--- config.mk ---
export PLATFORM = sky130hd
export DESIGN_NAME = phase_acc_gen_flat
export DESIGN_NICKNAME = d
export VERILOG_FILES = /design/src/rtl/phase_acc_gen_if.sv /design/src/rtl/phase_acc_gen.sv /design/src/flat_wrapper.sv
export SDC_FILE = /design/constraint.sdc
export NUM_CORES = 1
export LEC_CHECK = 0
export CAP_MARGIN = 20
export CORE_MARGIN = 8
export CORE_UTILIZATION = 45
export DETAILED_ROUTE_END_ITERATION = 8
export HOLD_SLACK_MARGIN = 0.15
export PLACE_DENSITY = 0.85
export SYNTH_ARGS = -nofsm -noshare
export SYNTH_HDL_FRONTEND = slang
export SYNTH_SLANG_ARGS = --single-unit
--- constraint.sdc ---
create_clock -name clk -period 4.28 [get_ports clk]
set_input_delay 0.642 -clock clk [delete_from_list [all_inputs] [get_ports clk]]
set_output_delay 0.642 -clock clk [all_outputs]
set_load 0.01 [all_outputs]
--- src/rtl/phase_acc_gen_if.sv ---
// rtl/phase_acc_gen_if.sv - control, symbol-source and phase-output bundle for phase_acc_gen
interface phase_acc_gen_if #(
    parameter int CNT_W   = 6,
    parameter int PHASE_W = 10,
    parameter int SYM_W   = 3
);
    logic               en;
    logic               clr;
    logic [CNT_W-1:0]   sps_m1;
    logic [1:0]         mode;
    logic [PHASE_W-1:0] fcw;
    logic [SYM_W-1:0]   sym_data;
    logic               sym_req;
    logic               sym_strobe;
    logic [CNT_W-1:0]   sample_count;
    logic [PHASE_W-1:0] carrier_phase;
    logic [PHASE_W-1:0] mod_phase;
    logic [1:0]         quadrant;
    logic               sign;
    logic [1:0]         active_mode;

    modport master (
        output en, clr, sps_m1, mode, fcw, sym_data,
        input  sym_req, sym_strobe, sample_count, carrier_phase,
               mod_phase, quadrant, sign, active_mode
    );

    modport slave (
        input  en, clr, sps_m1, mode, fcw, sym_data,
        output sym_req, sym_strobe, sample_count, carrier_phase,
               mod_phase, quadrant, sign, active_mode
    );
endinterface

--- src/rtl/phase_acc_gen.sv ---
// rtl/phase_acc_gen.sv - carrier phase accumulator with symbol-timed PSK phase offset
module phase_acc_gen #(
    parameter int CNT_W   = 6,
    parameter int PHASE_W = 10,
    parameter int SYM_W   = 3
) (
    input  logic           clk,
    input  logic           rst,
    phase_acc_gen_if.slave bus
);
    logic [CNT_W-1:0]   sample_count;
    logic [CNT_W-1:0]   sps_lat;
    logic [1:0]         mode_lat;
    logic [PHASE_W-1:0] carrier_phase;
    logic [PHASE_W-1:0] sym_offset;
    logic [PHASE_W-1:0] next_offset;
    logic               sym_strobe;
    logic               boundary;
    logic [PHASE_W-1:0] mod_phase;

    assign boundary = bus.en & ~bus.clr & (sample_count == sps_lat);

    // Offset uses the mode presented at the boundary, not the one in effect for the ending symbol.
    always_comb begin
        next_offset = sym_offset;
        case (bus.mode)
            2'd0:    next_offset = PHASE_W'(bus.sym_data[0]) << (PHASE_W - 1);
            2'd1:    next_offset = PHASE_W'(bus.sym_data[1:0]) << (PHASE_W - 2);
            2'd2:    next_offset = PHASE_W'(bus.sym_data[2:0]) << (PHASE_W - 3);
            default: next_offset = sym_offset + (PHASE_W'(bus.sym_data[1:0]) << (PHASE_W - 2));
        endcase
    end

    always_ff @(posedge clk or posedge rst) begin
        if (rst) begin
            sample_count  <= '0;
            carrier_phase <= '0;
            sym_offset    <= '0;
            sym_strobe    <= 1'b0;
            sps_lat       <= '1;
            mode_lat      <= 2'd1;
        end else if (bus.clr) begin
            sample_count  <= '0;
            carrier_phase <= '0;
            sym_offset    <= '0;
            sym_strobe    <= 1'b0;
            sps_lat       <= bus.sps_m1;
            mode_lat      <= bus.mode;
        end else if (bus.en) begin
            carrier_phase <= carrier_phase + bus.fcw;
            if (boundary) begin
                sample_count <= '0;
                sps_lat      <= bus.sps_m1;
                mode_lat     <= bus.mode;
                sym_strobe   <= 1'b1;
                sym_offset   <= next_offset;
            end else begin
                sample_count <= sample_count + CNT_W'(1);
                sym_strobe   <= 1'b0;
            end
        end else begin
            sym_strobe <= 1'b0;
        end
    end

    assign mod_phase         = carrier_phase + sym_offset;
    assign bus.sym_req       = boundary;
    assign bus.sym_strobe    = sym_strobe;
    assign bus.sample_count  = sample_count;
    assign bus.carrier_phase = carrier_phase;
    assign bus.mod_phase     = mod_phase;
    assign bus.quadrant      = mod_phase[PHASE_W-1 -: 2];
    assign bus.sign          = mod_phase[PHASE_W-1];
    assign bus.active_mode   = mode_lat;
endmodule

--- src/flat_wrapper.sv ---
// flat-port wrapper written by rule: the top's interface ports become plain ports
module phase_acc_gen_flat 
#(
    parameter int CNT_W   = 6,
    parameter int PHASE_W = 10,
    parameter int SYM_W   = 3
)
  (clk, rst, bus_en, bus_clr, bus_sps_m1, bus_mode, bus_fcw, bus_sym_data, bus_sym_req, bus_sym_strobe, bus_sample_count, bus_carrier_phase, bus_mod_phase, bus_quadrant, bus_sign, bus_active_mode);
  phase_acc_gen_if #(.CNT_W(CNT_W), .PHASE_W(PHASE_W), .SYM_W(SYM_W)) bus_i ();
  input  logic clk;
  input  logic rst;
  input wire logic [$bits(bus_i.en)-1:0] bus_en;
  input wire logic [$bits(bus_i.clr)-1:0] bus_clr;
  input wire logic [$bits(bus_i.sps_m1)-1:0] bus_sps_m1;
  input wire logic [$bits(bus_i.mode)-1:0] bus_mode;
  input wire logic [$bits(bus_i.fcw)-1:0] bus_fcw;
  input wire logic [$bits(bus_i.sym_data)-1:0] bus_sym_data;
  output wire logic [$bits(bus_i.sym_req)-1:0] bus_sym_req;
  output wire logic [$bits(bus_i.sym_strobe)-1:0] bus_sym_strobe;
  output wire logic [$bits(bus_i.sample_count)-1:0] bus_sample_count;
  output wire logic [$bits(bus_i.carrier_phase)-1:0] bus_carrier_phase;
  output wire logic [$bits(bus_i.mod_phase)-1:0] bus_mod_phase;
  output wire logic [$bits(bus_i.quadrant)-1:0] bus_quadrant;
  output wire logic [$bits(bus_i.sign)-1:0] bus_sign;
  output wire logic [$bits(bus_i.active_mode)-1:0] bus_active_mode;
  assign bus_i.en = bus_en;
  assign bus_i.clr = bus_clr;
  assign bus_i.sps_m1 = bus_sps_m1;
  assign bus_i.mode = bus_mode;
  assign bus_i.fcw = bus_fcw;
  assign bus_i.sym_data = bus_sym_data;
  assign bus_sym_req = bus_i.sym_req;
  assign bus_sym_strobe = bus_i.sym_strobe;
  assign bus_sample_count = bus_i.sample_count;
  assign bus_carrier_phase = bus_i.carrier_phase;
  assign bus_mod_phase = bus_i.mod_phase;
  assign bus_quadrant = bus_i.quadrant;
  assign bus_sign = bus_i.sign;
  assign bus_active_mode = bus_i.active_mode;
  phase_acc_gen #(.CNT_W(CNT_W), .PHASE_W(PHASE_W), .SYM_W(SYM_W)) u_core (.clk(clk), .rst(rst), .bus(bus_i));
endmodule
# Word level (Yosys, flattened, before mapping)
# Cells that the tools add are included.
# word_totals
register_bits	35
latch_bits	0
ramBits	0
mem_bits_ro	0
inputBits	25
out_inout_bits	33
wordCells	38
memories	0
# classes
addsub	4
multipliers	0
n_div	0
magnitude_cmp	0
eq_ne	3
shifts	0
mux	18
bitwise	3
n_reduce_logical	4
# op_table
operator	count
2-to-1 mux 10 bit	5
2-to-1 mux 6 bit	6
adder 10 bit	3
one-hot mux 10 bit (3 select lines)	1
adder 6 x 1 -> 6 bit, second input constant	1
== test 6 bit	1
2-to-1 mux 2 bit	3
nonzero test 2 bit	2
2-to-1 mux 1 bit	3
AND 1 bit	2
== test 2 x 1 -> 1 bit, second input constant	1
== test 2 bit, second input constant	1
zero test 2 bit	1
AND reduction 2 bit	1
inverter 1 bit	1

# Logic depth before layout (Yosys ltp)
# depth
word_depth	6
depth_mapped	8

# Worst setup path after synthesis
# OpenSTA, ideal clock, no wires.
# synth_timing
path_kind	input to register
startpoint	input port bus_fcw[0]
endpoint	register u_core.carrier_phase[8] (netlist: u_core.bus.carrier_phase[8])
setup_time_ns	0.087
arrival_ns	2.001
required_ns	4.193
path_slack_ns	2.192
path_stages	8
path_cell_list	ha_1 > inv_1 > fa_1 > nor2b_1 > o21a_1 > o31ai_1 > a2111o_1 > o211ai_1
# synth_between
elab_chain_cells	3
# synth_rtl
item	line_no	rtl
from (decl)	flat_wrapper.sv:16	input wire logic [$bits(bus_i.fcw)-1:0] bus_fcw;
adder 10 bit	phase_acc_gen.sv:50	carrier_phase <= carrier_phase + bus.fcw;
2-to-1 mux 10 bit	phase_acc_gen.sv:49	end else if (bus.en) begin
2-to-1 mux 10 bit	phase_acc_gen.sv:42	end else if (bus.clr) begin
to (signal assigned)	phase_acc_gen.sv:50	
to (decl)	phase_acc_gen.sv:14	logic [PHASE_W-1:0] carrier_phase;
# No other way between the ends. The select of a mux whose other input is x is not followed.
# A chain may end at the register's enable or synchronous reset.

# Worst setup path after layout
# layout_timing
startpoint	input port bus_en
endpoint	output port bus_sym_req
# layout_between
elab_chain_cells	2
# layout_rtl
item	line_no	rtl
from (decl)	flat_wrapper.sv:12	input wire logic [$bits(bus_i.en)-1:0] bus_en;
AND 1 bit (2 in series)	phase_acc_gen.sv:21	assign boundary = bus.en & ~bus.clr & (sample_count == sps_lat);
to (decl)	flat_wrapper.sv:18	output wire logic [$bits(bus_i.sym_req)-1:0] bus_sym_req;
# No other way between the ends.

==> out/qor.yml <==
rrSetupSlack_ps: 2240
endpoint_kind: "output pin"
grt_setup_unrepaired: "false"
area_growth_pct: 33.4
p_leak_nw: 1.05
fin_crit_ps: 3210
endpoint: "bus_sym_req"
hold_viol_final: 0
grt.total_usage: 0.139
via_count: 1592
tightest_slew_ps: 597
numCtsBuffers: 3
tns_ps: 0
crit_path_max_fanout: 21
seq_area_frac_synth: 0.371
critPathSlowestCell: "clkdlybuf4s50_1"
crit_buf_inv: 3
crit_arrival_ps: 2570
ant_nets: 0
wl_met1_um: 2010
drc_errors: 0
path_depth: 6
synthDominantCellAreaShare: 0.275
power.density_nw_per_um2: 295
cts_resized: 0
gp_congestion: 0.819
rr_endpoint: "u_core.bus.carrier_phase[8]"
swShare: 0.309
grt_max_degree: 29
antennaDiodeCount: 0
synth.avg_cell_area_um2: 9.70
p_switching_w: 0.000232
drv_cap: 0
maxSlewHeadroom: 0.601
cts.sinks: 28
cpPeakStageDelay_ps: 560
p_comb_frac: 0.376
finalCritPeriodShare: 0.750
synth_area_um2: 1910
fin_skew_ps: 5.60
intPower_w: 0.000519
synth_flop_cell: "dfrtp_1"
finalSetupViolCount: 0
p_seq_frac: 0.428
cts-hold-fix-buffers: 0
yosys.area.top_type: "dfrtp_1"
viasPerCell: 5.38
worst_slack_ps: 1070
cts.clk_slew.worst_paths_ps: 90
synthArstFlopShare: 1.00
critical-path-top-delay-family: "buffers and inverters"
synth_edf_count: 0
crit_path_cell_trace: "clkdlybuf4s50_1 > buf_4 > nand4_1 > or2_1 > nor2_1 > clkdlybuf4s50_1"
met3_length_um: 276
cts_buffer_depth: 2
antenna_found_initial: 0
clockPowerShare: 0.195
core_area_um2: 4060
io_buffer_count: 57
reg2regPathDepth: 8
post-cts-setup-buffers: 0
synth_warnings: 0
synthCells: 197
synth.lib_cells_used.distinct: 48
ios: 58
cts_tree: "yes"
place_ws_ps: 1060
hold_path_class: "flop to flop"
fmax_mhz: 312
grt_overflow: 0
clk_latency_ps: 280
top_layer: "met4"
rows: 23
reg2reg_from: "u_core.bus.carrier_phase[0]"
cp-startpoint: "bus_en"
multi_input_area_um2: 1110
wire_per_inst_um: 14.8
detailed_place_hpwl_um: 3400
worst_ep_required_time_ps: 3640
path_common_cell: "clkdlybuf4s50_1"
synth_area_leaders: "dfrtp_1 27%, dfstp_2 9.6%, ha_1 9.2%"
num-fill-cells: 342
fp.dieH_um: 81.2
slew_viol_final: 0
die_w_um: 81.2
synth_seq_cells: 28
grt_pass1_vias: 1595
path_class: "input port to output pin"
htree_levels: 1
die-area_um2: 6590
finalNetCount: 287
start_util: 0.471
layout-drive-gt1-share: 0.102
drt_wl_total_um: 4370
seqCellArea_um2: 709
first_pass_iters: 4
cts_root_buf: "clkbuf_8"
drtIter0Drc: 112
status: "completed"
synth_nets: 237
crit_path_start_kind: "input port"
wl_met2_um: 2060
grt_pass1_wl_um: 7460
ir_drop_mv: 0.123
-- per-layer routing --
metal | up-vias | GRT usage
li1 | 795 | -
met1 | 750 | 0.184
met2 | 43 | 0.221
met3 | 4 | 0.0331
met4 | 0 | 0.0375
met5 | - | 0
-- through the flow --
step                      cells  instance area [µm²]  hold WS [ps]  power (W)  utilization
after detailed placement    291                 2480           505   0.000608        0.611
after global placement      291                 2480           493   0.000603        0.611
after CTS                   295                 2520           527   0.000760        0.622
after global routing        296                 2550           538   0.000809        0.628
after floorplan             197                 1910           523   0.000492            -
final                       296                 2550           520   0.000751        0.628
-- cell usage in the layout, fill, tap and decap left out, types with 2 or more instances in the layout --
cell type | synthesis | final
nor2b_1 | 2 | 2
nor4b_1 | 3 | 3
nand2b_1 | 3 | 3
a21oi_1 | 13 | 13
xnor2_1 | 13 | 13
nand3_1 | 5 | 5
nor2_1 | 16 | 16
ha_1 | 14 | 14
o21bai_1 | 2 | 2
inv_1 | 5 | 5
dfrtp_1 | 21 | 21
nor3_1 | 4 | 4
a211oi_1 | 3 | 3
dfstp_2 | 7 | 7
o21ai_0 | 7 | 7
o2111ai_1 | 2 | 2
o21a_1 | 5 | 5
mux2_2 | 10 | 10
nand2_1 | 13 | 13
clkbuf_8 | 0 | 3
o22ai_1 | 2 | 2
clkdlybuf4s50_1 | 0 | 57
xor2_1 | 8 | 8
mux2i_1 | 3 | 3
-- flip-flops by register name, summed over array words and instances, names as in the netlist --
register / cells
u_core.bus.active_mode: 2
u_core.bus.sym_strobe: 1
u_core.sps_lat: 6
u_core.sym_offset: 3
u_core.bus.carrier_phase: 10
u_core.bus.sample_count: 6
-- logic make-up after synthesis --
| kind of cell | count (synthesis) | share of synthesized area |
|---|---|---|
| buffers and inverters | 19 | 0.0491 |
| xor gates and xnor gates | 21 | 0.0962 |
| and+or+nand+nor | 56 | 0.150 |
| muxes | 13 | 0.0746 |
| other | 1 | 0.00196 |
| adders and majority gates | 15 | 0.102 |
| AOI/OAI and AO/OA | 44 | 0.155 |
| DFF | 28 | 0.371 |
-- Yosys cell counts, types with 2 or more instances --
cell	number
mux2_2	10
buf_4	5
nor2_1	16
mux2i_1	3
dfrtp_1	21
nand2_1	13
o21ai_0	7
nand2b_1	3
o2111ai_1	2
clkbuf_1	5
inv_1	5
nand3_1	5
a21oi_1	13
xnor2_1	13
o22ai_1	2
nor2b_1	2
o21bai_1	2
nor3_1	4
xor2_1	8
buf_2	3
ha_1	14
o21a_1	5
nor4b_1	3
a211oi_1	3
dfstp_2	7
-- worst min-delay path by stage --
stage / slack [ps] / startpoint / end / cells past startpoint
after floorplan: 520 / u_core.sym_offset[7] / u_core.sym_offset[7] / 2
after global placement: 490 / u_core.bus.active_mode[1] / u_core.bus.active_mode[1] / 1
after detailed placement: 510 / u_core.bus.active_mode[1] / u_core.bus.active_mode[1] / 1
after CTS: 530 / u_core.bus.active_mode[1] / u_core.bus.active_mode[1] / 1
after global routing: 540 / u_core.bus.active_mode[1] / u_core.bus.active_mode[1] / 1
final: 520 / u_core.bus.active_mode[1] / u_core.bus.active_mode[1] / 1
-- power by group through the flow --
| stage | clock network, W | registers, W | logic, W |
|---|---|---|---|
| global route | 0.000169 | 0.000326 | 0.000314 |
| CTS | 0.000155 | 0.000322 | 0.000283 |
| finish | 0.000147 | 0.000322 | 0.000283 |
| floorplan | 0 | 0.000326 | 0.000166 |
| global placement | 0 | 0.000326 | 0.000276 |
| detailed placement | 0 | 0.000327 | 0.000281 |
-- layout make-up --
class | instances | share of cell area
tap | 50 | 0.0245
multi-input combinational | 150 | 0.435
timing repair buffer | 59 | 0.237
sequential | 28 | 0.278
clock buffer | 4 | 0.0177
inverter | 5 | 0.00736
Note: power is estimated with default switching activity, not from simulation.
